[config.mk]
export PLATFORM = sky130hd
export DESIGN_NAME = shared_reg_arbiter_flat
export DESIGN_NICKNAME = d
export VERILOG_FILES = /design/src/rtl/shared_reg_arbiter_if.sv /design/src/rtl/shared_reg_arbiter.sv /design/src/flat_wrapper.sv
export SDC_FILE = /design/constraint.sdc
export NUM_CORES = 1
export LEC_CHECK = 0
export ABC_AREA = 1
export CAP_MARGIN = 20
export CORE_MARGIN = 2
export CORE_UTILIZATION = 45
export CTS_BUF_LIST = sky130_fd_sc_hd__clkbuf_8
export DETAILED_ROUTE_END_ITERATION = 10
export PLACE_DENSITY = 0.88
export SYNTH_ARGS = -nofsm -noshare
export SYNTH_HDL_FRONTEND = slang
export SYNTH_SLANG_ARGS = --single-unit
[constraint.sdc]
create_clock -name CLK -period 1.8 [get_ports CLK]
set_input_delay 0.27 -clock CLK [delete_from_list [all_inputs] [get_ports CLK]]
set_output_delay 0.27 -clock CLK [all_outputs]
set_load 0.01 [all_outputs]
[src/rtl/shared_reg_arbiter_if.sv]
// shared_reg_arbiter_if
//   Bundles the requester-side handshake and the shared-register outputs of
//   shared_reg_arbiter.
//   Signals:
//     REQ        per-requester request level (requesters -> arbiter)
//     WR_DATA    packed write data, requester i on [i*WIDTH +: WIDTH]
//     GNT        one-hot grant
//     OWNER      index of current or last grantee
//     BUSY       arbiter in GRANT or HOLD
//     DONE       data committed, grant held
//     ERR        one-cycle pulse on timeout release
//     REG_Q      shared register contents
//     REG_Q_bar  bitwise complement of REG_Q
//   Modports: master = requester side, slave = arbiter side.
interface shared_reg_arbiter_if #(
    parameter int N_REQ = 4,
    parameter int WIDTH = 8
);
    localparam int IDX_W = $clog2(N_REQ);

    logic [N_REQ-1:0]       REQ;
    logic [N_REQ*WIDTH-1:0] WR_DATA;
    logic [N_REQ-1:0]       GNT;
    logic [IDX_W-1:0]       OWNER;
    logic                   BUSY;
    logic                   DONE;
    logic                   ERR;
    logic [WIDTH-1:0]       REG_Q;
    logic [WIDTH-1:0]       REG_Q_bar;

    modport master (
        output REQ, WR_DATA,
        input  GNT, OWNER, BUSY, DONE, ERR, REG_Q, REG_Q_bar
    );

    modport slave (
        input  REQ, WR_DATA,
        output GNT, OWNER, BUSY, DONE, ERR, REG_Q, REG_Q_bar
    );
endinterface

[src/rtl/shared_reg_arbiter.sv]
// shared_reg_arbiter
//   Round-robin arbiter owning a single WIDTH-bit shared register. One
//   requester at a time is granted; its data is committed on the GRANT->HOLD
//   edge and the grant is held until the requester drops REQ or a timeout
//   watchdog forces release.
//   Ports:
//     CLK   clock, rising edge
//     RST   asynchronous active-high reset
//     bus   shared_reg_arbiter_if.slave (REQ/WR_DATA in; GNT, OWNER, BUSY,
//           DONE, ERR, REG_Q, REG_Q_bar out)
module shared_reg_arbiter #(
    parameter int N_REQ   = 4,
    parameter int WIDTH   = 8,
    parameter int TIMEOUT = 15
) (
    input  logic                 CLK,
    input  logic                 RST,
    shared_reg_arbiter_if.slave  bus
);
    localparam int IDX_W = $clog2(N_REQ);
    localparam int CNT_W = $clog2(TIMEOUT + 1);

    typedef enum logic [1:0] {
        IDLE  = 2'd0,
        GRANT = 2'd1,
        HOLD  = 2'd2
    } state_t;

    state_t             state_q, state_d;
    logic [N_REQ-1:0]   gnt_q, gnt_d;
    logic [IDX_W-1:0]   owner_q, owner_d;
    logic [IDX_W-1:0]   ptr_q, ptr_d;
    logic [CNT_W-1:0]   cnt_q, cnt_d;
    logic               err_q, err_d;
    logic [WIDTH-1:0]   reg_q, reg_d;

    logic [IDX_W-1:0]   win;
    logic [IDX_W-1:0]   scan_idx;
    logic               found;
    logic [IDX_W-1:0]   ptr_next;

    // Round-robin search starting at ptr_q; the explicit modulo keeps the
    // wrap correct when N_REQ is not a power of two.
    always_comb begin
        win      = ptr_q;
        found    = 1'b0;
        scan_idx = ptr_q;
        for (int i = 0; i < N_REQ; i++) begin
            scan_idx = IDX_W'((int'(ptr_q) + i) % N_REQ);
            if (!found && bus.REQ[scan_idx]) begin
                found = 1'b1;
                win   = scan_idx;
            end
        end
    end

    assign ptr_next = (owner_q == IDX_W'(N_REQ - 1)) ? '0 : owner_q + IDX_W'(1);

    always_comb begin
        state_d = state_q;
        gnt_d   = gnt_q;
        owner_d = owner_q;
        ptr_d   = ptr_q;
        cnt_d   = cnt_q;
        err_d   = 1'b0;
        reg_d   = reg_q;
        case (state_q)
            IDLE: begin
                gnt_d = '0;
                if (found) begin
                    owner_d = win;
                    gnt_d   = N_REQ'(1) << win;
                    state_d = GRANT;
                end
            end
            GRANT: begin
                // Commit unconditionally: a requester that already dropped
                // REQ still gets its data written.
                reg_d   = bus.WR_DATA[int'(owner_q)*WIDTH +: WIDTH];
                cnt_d   = '0;
                state_d = HOLD;
            end
            HOLD: begin
                if (!bus.REQ[owner_q]) begin
                    state_d = IDLE;
                    gnt_d   = '0;
                    ptr_d   = ptr_next;
                end else if (cnt_q == CNT_W'(TIMEOUT - 1)) begin
                    state_d = IDLE;
                    gnt_d   = '0;
                    ptr_d   = ptr_next;
                    err_d   = 1'b1;
                end else begin
                    cnt_d = cnt_q + CNT_W'(1);
                end
            end
            default: begin
                state_d = IDLE;
                gnt_d   = '0;
            end
        endcase
    end

    always_ff @(posedge CLK or posedge RST) begin
        if (RST) begin
            state_q <= IDLE;
            gnt_q   <= '0;
            owner_q <= '0;
            ptr_q   <= '0;
            cnt_q   <= '0;
            err_q   <= 1'b0;
            reg_q   <= '0;
        end else begin
            state_q <= state_d;
            gnt_q   <= gnt_d;
            owner_q <= owner_d;
            ptr_q   <= ptr_d;
            cnt_q   <= cnt_d;
            err_q   <= err_d;
            reg_q   <= reg_d;
        end
    end

    assign bus.GNT       = gnt_q;
    assign bus.OWNER     = owner_q;
    assign bus.BUSY      = (state_q == GRANT) || (state_q == HOLD);
    assign bus.DONE      = (state_q == HOLD);
    assign bus.ERR       = err_q;
    assign bus.REG_Q     = reg_q;
    assign bus.REG_Q_bar = ~reg_q;
endmodule

[src/flat_wrapper.sv]
// flat-port wrapper written by rule: the top's interface ports become plain ports
module shared_reg_arbiter_flat 
#(
    parameter int N_REQ   = 4,
    parameter int WIDTH   = 8,
    parameter int TIMEOUT = 15
)
  (CLK, RST, bus_REQ, bus_WR_DATA, bus_GNT, bus_OWNER, bus_BUSY, bus_DONE, bus_ERR, bus_REG_Q, bus_REG_Q_bar);
  shared_reg_arbiter_if #(.N_REQ(N_REQ), .WIDTH(WIDTH)) bus_i ();
  input  logic CLK;
  input  logic RST;
  input wire logic [$bits(bus_i.REQ)-1:0] bus_REQ;
  input wire logic [$bits(bus_i.WR_DATA)-1:0] bus_WR_DATA;
  output wire logic [$bits(bus_i.GNT)-1:0] bus_GNT;
  output wire logic [$bits(bus_i.OWNER)-1:0] bus_OWNER;
  output wire logic [$bits(bus_i.BUSY)-1:0] bus_BUSY;
  output wire logic [$bits(bus_i.DONE)-1:0] bus_DONE;
  output wire logic [$bits(bus_i.ERR)-1:0] bus_ERR;
  output wire logic [$bits(bus_i.REG_Q)-1:0] bus_REG_Q;
  output wire logic [$bits(bus_i.REG_Q_bar)-1:0] bus_REG_Q_bar;
  assign bus_i.REQ = bus_REQ;
  assign bus_i.WR_DATA = bus_WR_DATA;
  assign bus_GNT = bus_i.GNT;
  assign bus_OWNER = bus_i.OWNER;
  assign bus_BUSY = bus_i.BUSY;
  assign bus_DONE = bus_i.DONE;
  assign bus_ERR = bus_i.ERR;
  assign bus_REG_Q = bus_i.REG_Q;
  assign bus_REG_Q_bar = bus_i.REG_Q_bar;
  shared_reg_arbiter #(.N_REQ(N_REQ), .WIDTH(WIDTH), .TIMEOUT(TIMEOUT)) u_core (.CLK(CLK), .RST(RST), .bus(bus_i));
endmodule
# Word-level counts from Yosys, hierarchy flattened
# Index checks and enable logic that the tools add are counted.
[op_classes]
n_addsub = 5
multipliers = 0
n_div = 0
n_lt_le_gt_ge = 5
eq_ne = 9
shift = 2
mux = 34
bitwise_logic = 2
reduce_logical = 14
[ops]
columns = ["op", "count"]
rows = [
  ["indexed part select 32 x 6 -> 8 bit", 1],
  ["two-way mux 4 bit", 5],
  ["two-way mux 2 bit", 9],
  ["less-than comparator 2 x 3 -> 1 bit, second input constant", 5],
  ["two-way mux 1 bit", 12],
  ["one-hot mux 4 bit (3 select lines)", 1],
  ["binary-select mux 1 bit (select 2 bit)", 5],
  ["inverter 8 bit", 1],
  ["one-hot mux 4 bit (2 select lines)", 1],
  ["AND reduction 2 bit", 4],
  ["one-hot mux 2 bit (3 select lines)", 1],
  ["adder 2 x 1 -> 2 bit, second input constant", 2],
  ["adder 2 bit, second input constant", 2],
  ["adder 4 x 1 -> 4 bit, second input constant", 1],
  ["equality test 2 bit, second input constant", 2],
  ["equality test 4 bit, second input constant", 1],
  ["inequality test 2 x 1 -> 1 bit, second input constant", 2],
  ["inequality test 2 bit, second input constant", 2],
  ["<< shifter 1 x 2 -> 4 bit, first input constant", 1],
  ["logical AND 1 bit", 3],
  ["zero test 1 bit", 3],
  ["inequality test 3 bit, second input constant", 1],
  ["AND reduction 3 bit", 1],
  ["equality test 2 x 1 -> 1 bit, second input constant", 1],
  ["4 further kinds", 4],
]
[totals]
ff_bits = 23
latchBits = 0
ramBits = 0
mem_bits_ro = 0
inputBits = 38
out_inout_bits = 25
wordCells = 78
memories = 0

# Logic depth before layout (Yosys ltp)
# Gate-level depths: netlist of run 1.
[logic_depth]
word_depth = 15
mapped_depth = 14

# Worst setup path before layout of run 1
# No wires, ideal clock.
[synth_timing]
path_type = "reg-to-reg"
startpoint = "register u_core.ptr_q[0]"
endpoint = "register u_core.gnt_q[1] (netlist: u_core.bus.GNT[1])"
t_arrival_ns = 1.383
required_ns = 1.683
setup_slack_ns = 0.299
stages_incl_launch_ff = 12
n_path_buf = 1
period_less_slack_ns = 1.501
cell_sequence = "dfrtp_1 -> inv_2 -> buf_6 -> nand2_1 -> nand3_1 -> nand2_1 -> nor2_4 -> nand2_2 -> o21ai_4 -> nor2_1 -> nand3_1 -> nand2_1"
[synth_via]
elab_chain_cells = 15
word_cells_on_any_way = 27
[synth_rtl]
columns = ["item", "line_no", "source"]
rows = [
  ["start, declared", "shared_reg_arbiter.sv:32", "logic [IDX_W-1:0] ptr_q, ptr_d;"],
  ["start signal, assigned", "shared_reg_arbiter.sv:117", "ptr_q <= ptr_d;"],
  ["branches (longest 13 deep; another with adder 2 x 1 -> 2 bit)", "n/a", ""],
  ["two-way mux 4 bit (*)", "shared_reg_arbiter.sv:70", "if (found) begin"],
  ["one-hot mux 4 bit (3 select lines) (*)", "shared_reg_arbiter.sv:67", "case (state_q)"],
  ["end signal, assigned", "shared_reg_arbiter.sv:115", "gnt_q <= gnt_d;"],
  ["end, declared", "shared_reg_arbiter.sv:30", "logic [N_REQ-1:0] gnt_q, gnt_d;"],
]
# Mark *: on every way between the ends. The select of a mux whose other input is x is not followed.
# A chain may end at the register's enable or synchronous reset.

# Final worst setup path of run 1
[layout_timing]
startpoint = "register u_core.ptr_q[0]"
endpoint = "register u_core.gnt_q[3] (netlist: u_core.bus.GNT[3])"
# The elaborated chain is that of the path after synthesis.

==> run_results.csv, run 1 <==
group,metric,value,unit
pwr,ir_worst_vdd,0.809,mV
yosys,async_flop_share,100,%
route,drt_pre_antenna_iters,4,
route,avgRoutedWirePerCell,12.7,um
sta,max_freq,572,MHz
sta,maxSlewHeadroom,70.1,%
finish,diodes,0,
sta,layout_min_cycle_time,1750,ps
clock_network,insertion_delay,260,ps
clock_network,holdBufCountCts,0,
sta,drv_slew,0,
pwr,power_density,1670,nW/um^2
pwr,p_switching,2.06,mW
sta,setup_violations,0,
clock_network,h-tree-depth,1,
floorplanning,die_x,65.9,um
yosys,synth_enable_flop_cells,0,
yosys,ys_seq_elements,23,
yosys,synth_ff_type,"dfrtp_1",
floorplanning,rows,22,
yosys,synth.distinct_cells,26,
clock_network,cts.sinks,23,
worst_setup_path,critPathCaptureType,"flop",
worst_setup_path,crit_path_max_fanout,11,
yosys,synth_common_cells,"nand2_1, o21ai_0, inv_1",
sta,rsz0062_at_grt,"true",
route,via_per_inst,5.09,
placement,dp_slack,-134,ps
yosys,syn_area_per_cell,6.87,sq um
finish,drive_gt1_share,14.2,%
yosys,syn_area,1730,sq um
finish,area.growth.synth_to_final,49.8,%
yosys,syn-instance-count,251,
placement,gp_congestion,0.812,
clock_network,clk_pin_slew,80,ps
global_route,grt_pass1_vias,1887,
route,first_iter_violations,95,
global_route,grt-ovfl-total,0,
sta,worstMarginPinSlew,448,ps
pwr,p_comb_share,71.9,%
worst_setup_path,reg2reg_slack,50,ps
run_status,status,"complete, no violations",
global_route,grt_max_degree,24,
min_path,hp-class,"input pin to asynchronous set/reset pin",
worst_setup_path,startpoint_type,"flop",
floorplanning,die_h,65.9,um
pwr,internal_power,2.25,mW
floorplanning,io_pins,63,
global_route,grtUsageTotal,23.6,%
pwr,leakagePower,1.25,nW
yosys,synth_fp_nets,296,
pwr,pwr-share-clk,7.5,%
worst_setup_path,worstPathArrival,1910,ps
finish,fin_cells,379,
sta,period_share,97.2,%
clock_network,root_buffer,"clkbuf_8",
route,wirelength,4800,um
finish,fin_area,2580,sq um
sta,setup_slack,50.6,ps
worst_setup_path,critPathKind,"flop to flop",
floorplanning,start_util,47.1,%
clock_network,cts_tree,"done",
route,drtAntennaViolNets,0,
sta,finClkSkew,2.33,ps
global_route,grt_first_pass_wirelength,8020,um
worst_setup_path,worstPathRequired,1960,ps
yosys,synth_seq_area_share,33.4,%
yosys,synth_top_area_share,33.4,%
yosys,yosysTopAreaCell,"dfrtp_1",
placement,dp_hpwl,3640,um
floorplanning,core,3660,sq um
clock_network,cts_buffers,3,
floorplanning,die-area,4350,sq um
route,drc,0,
yosys,ys_top_cells_by_area,"dfrtp_1, nand2_1, o21ai_0, nand3_1, inv_1",
pwr,switching_share,47.9,%
clock_network,cts_max_path_buffers,2,
placement,place_area,2490,sq um
flow_run,maxCapViolations,0,
global_route,antenna_found_initial,0,
yosys,ys.warnings.count,0,
finish,nFillCells,294,
sta,hold_viol,0,
placement,portBuffers,62,
yosys,yosysMostFrequentCell,"nand2_1",
placement,dp.cells,371,
route,vias,1930,
pwr,seq_power_share,20.5,%
finish,nets,377,
## timing repair
item,4_1_cts,5_1_grt
cloned,0,0
gates resized for setup,1,8
endpoints found under the setup margin,2,8
buffers inserted,1,3
## worst max-delay path, stage by stage (launching register included)
cell	delay [ps]
dfrtp_1	430
buf_6	170
buf_4	130
nand2_1	60
nand3_1	100
nand2_1	90
nor2_4	140
nand2_2	80
o21ai_4	200
nor2_1	90
nand3_1	90
nand2_1	50
## flip-flops by register name, summed over array words and instances, names as in the netlist
signal / cells
u_core.bus.GNT: 4
u_core.bus.OWNER: 2
u_core.bus.REG_Q: 8
u_core.bus.ERR: 1
u_core.state_q: 2
u_core.ptr_q: 2
u_core.cnt_q: 4
## worst paths after layout
kind,depth (start not counted),startpoint,to
max,11,u_core.ptr_q[0],u_core.bus.GNT[3]
min,3,RST,u_core.state_q[1]
max reg2reg,11,u_core.ptr_q[0],u_core.bus.GNT[3]
min reg2reg,2,u_core.bus.GNT[2],u_core.bus.GNT[2]
max in group asynchronous,3,RST,u_core.bus.OWNER[0]
min in group CLK,2,u_core.bus.GNT[2],u_core.bus.GNT[2]
## power groups by stage
stage | registers, mW | clock network [mW] | logic, mW
2_1_floorplan | 0.918 | 0 | 1.77
3_3_place_gp | 0.883 | 0 | 2.91
3_5_place_dp | 0.888 | 0 | 3.00
4_1_cts | 0.873 | 0.332 | 3.04
5_1_grt | 0.911 | 0.354 | 3.44
6_report | 0.886 | 0.325 | 3.10
## layout make-up
| type | instances | area, sq um | area share, % |
|---|---|---|---|
| clock buffers | 3 | 41.3 | 1.60 |
| well taps | 48 | 60.1 | 2.32 |
| inverters | 26 | 105 | 4.07 |
| flip-flops and latches | 23 | 577 | 22.3 |
| repair buffers | 84 | 788 | 30.5 |
| clock inverters | 1 | 5.00 | 0.194 |
| multi-input cells | 194 | 1010 | 39.0 |
## layout by cell type (no fill, tap or decap), drive strengths merged, types with 7 or more instances in the layout
cell type      synthesis  layout
o22ai                  8       8
nor2                  24      24
buf                    3      22
ha                     7       7
nand2                 85      85
nand3                 25      25
o21ai                 30      30
clkdlybuf4s50          0      61
dfrtp                 23      23
inv                   26      25
## layer usage
metal	routed length [um]	share of wire (%)	vias up	global-route usage, %
met5	0	0	-	0
met4	119	2.5	0	10.2
met3	223	4.6	13	4.09
met2	2410	50	51	41.9
met1	2040	43	887	27.8
li1	-	-	979	-
## per-stage QoR
step | setup TNS, ps | util (%) | power (mW) | hold WS [ps]
floorplan | 0 | - | 2.69 | 272
global placement | -725 | 68.1 | 3.80 | 473
detailed placement | -841 | 68.1 | 3.89 | 476
CTS | 0 | 69.5 | 4.25 | 347
global route | -68.9 | 70.6 | 4.70 | 382
finish | 0 | 70.6 | 4.31 | 333
## cells by family after synthesis
| group | Yosys count | share of synthesized area [%] |
|---|---|---|
| fa+ha+maj | 7 | 5.08 |
| compound gates | 47 | 15.3 |
| flops | 23 | 33.4 |
| buf+inv | 34 | 8.63 |
| simple gates | 138 | 36.6 |
| xor+xnor | 2 | 1.02 |
Note: power is estimated with default switching activity, not from simulation.
==> run 2: changes to the inputs <==
CAP_MARGIN = 40   (was 20)
CORE_MARGIN = 1.5   (was 2)
==> run 2 against run 1 <==
Compared with the run above: register-to-register slack better by 70 ps; worst hold slack gained 8.1 ps; sequential power grew 1%; highest routed layer unchanged.
==> run_results.csv, run 2 (synthesis results as in run 1) <==
group,metric,value,unit
run_status,status,"complete, no violations",
placement,dp.cells,368,
route,drc,0,
worst_setup_path,crit_slowest_cell,"clkdlybuf4s50_1",
worst_setup_path,path_buf_inv,2,
finish,diodes,0,
sta,hold_viol,0,
worst_setup_path,critPathCaptureType,"output port",
finish,fin_cells,376,
sta,drv_slew,0,
floorplanning,die-area,4210,sq um
finish,fin_area,2590,sq um
worst_setup_path,worstPathRequired,1530,ps
clock_network,cts_max_path_buffers,2,
floorplanning,die_x,64.9,um
route,first_iter_violations,135,
route,wirelength,4660,um
global_route,grt_pass1_vias,1928,
pwr,ir_worst_vdd,0.811,mV
route,drtAntennaViolNets,0,
global_route,grt_first_pass_wirelength,7940,um
placement,gp_congestion,0.860,
worst_setup_path,worstPathArrival,1470,ps
sta,maxSlewHeadroom,66.9,%
min_path,hp-class,"input pin to asynchronous set/reset pin",
global_route,antenna_found_initial,0,
sta,worstMarginPinSlew,496,ps
flow_run,maxCapViolations,0,
sta,layout_min_cycle_time,1740,ps
clock_network,cts_buffers,3,
clock_network,holdBufCountCts,0,
route,drt_pre_antenna_iters,4,
worst_setup_path,crit_path_max_fanout,10,
global_route,grt-ovfl-total,0,
worst_setup_path,max_stage_delay,560,ps
finish,nets,374,
finish,drive_gt1_share,14.0,%
worst_setup_path,critPathKind,"flop to output port",
clock_network,cts.sinks,23,
pwr,power_density,1660,nW/um^2
floorplanning,die_h,64.9,um
clock_network,root_buffer,"clkbuf_8",
global_route,grt_max_degree,24,
finish,layout_common_cells,"nand2_1, clkdlybuf4s50_1, o21ai_0",
worst_setup_path,crit_chain,"buf_4 -> clkdlybuf4s50_1",
finish,final_common_cell,"nand2_1",
pwr,leakagePower,1.25,nW
sta,max_freq,575,MHz
clock_network,insertion_delay,260,ps
clock_network,clk_pin_slew,80,ps
clock_network,h-tree-depth,1,
pwr,power,4.29,mW
sta,rsz0062_at_grt,"false",
floorplanning,io_pins,63,
placement,place_area,2490,sq um
clock_network,cts_tree,"done",
floorplanning,rows,22,
placement,portBuffers,62,
global_route,grtUsageTotal,23.7,%
route,avgRoutedWirePerCell,12.4,um
worst_setup_path,startpoint_type,"flop",
placement,dp_hpwl,3640,um
route,via_per_inst,5.13,
route,vias,1927,
finish,area.growth.synth_to_final,49.9,%
worst_setup_path,crit_family,"buffers and inverters",
floorplanning,start_util,47.1,%
floorplanning,core,3660,sq um
sta,setup_violations,0,
sta,period_share,96.7,%
finish,largest_reg_flops,8,
sta,finClkSkew,4.35,ps
[run 2: changes by cell type in the layout (fill, tap and decap cells not counted), sizes merged]
cell	delta
clkinv	-1
buf	-3
inv	+1
clkdlybuf4s50	-1
dlymetal6s2s	+1
[run 2: metrics by stage]
stage / utilization, % / hold WS (ps) / TNS (ps) / setup WS (ps)
3_5_place_dp: 68.1 / 474 / -607 / -92.8
4_1_cts: 69.5 / 349 / 0 / 13.9
2_1_floorplan: - / 272 / 0 / 299
6_report: 70.6 / 341 / 0 / 59.5
3_3_place_gp: 68.1 / 469 / -257 / -48.0
5_1_grt: 70.6 / 396 / 0 / 1.33
[run 2: worst min-delay path, delay by kind of cell]
| kind | cells | cell delay, ps |
|---|---|---|
| buffers and inverters | 3 | 720 |
[run 2: final cells by class]
class	count	area, sq um
clock inverters	1	3.75
inverters	26	105
multi-input cells	194	1010
fillers	312	1070
clock buffers	3	41.3
repair buffers	81	790
flip-flops and latches	23	578
well taps	48	60.1
[run 2: final timing paths]
kind	start	end	slack, ps	cells past startpoint
max in group asynchronous	RST	u_core.ptr_q[0]	1220	3
worst max register to register	u_core.ptr_q[0]	u_core.bus.GNT[0]	120	10
worst min register to register	u_core.bus.GNT[2]	u_core.bus.GNT[2]	490	2
worst max-delay path	u_core.bus.OWNER[0]	bus_OWNER[0]	60	2
min in group CLK	u_core.bus.GNT[2]	u_core.bus.GNT[2]	490	2
worst min-delay path	RST	u_core.bus.REG_Q[1]	340	3
[run 2: per-layer routing]
layer / global-route usage [%] / wire, um / up-vias
met5: 0 / 0 / -
met4: 10.1 / 99 / 0
met3: 3.47 / 174 / 10
met2: 42.5 / 2320 / 45
met1: 28.1 / 2070 / 900
li1: - / - / 972
[run 2: timing repair]
item | 4_1_cts | 5_1_grt
buffers inserted | 1 | 3
gates resized for setup | 1 | 8
pin swaps | 0 | 0
endpoints found under the setup margin | 2 | 9
[run 2: report_power, final]
group	switching (mW)	total [mW]	internal, mW
Combinational	1.72	3.09	1.37
Sequential	0.172	0.899	0.727
Clock	0.153	0.305	0.152
Total	2.04	4.29	2.25
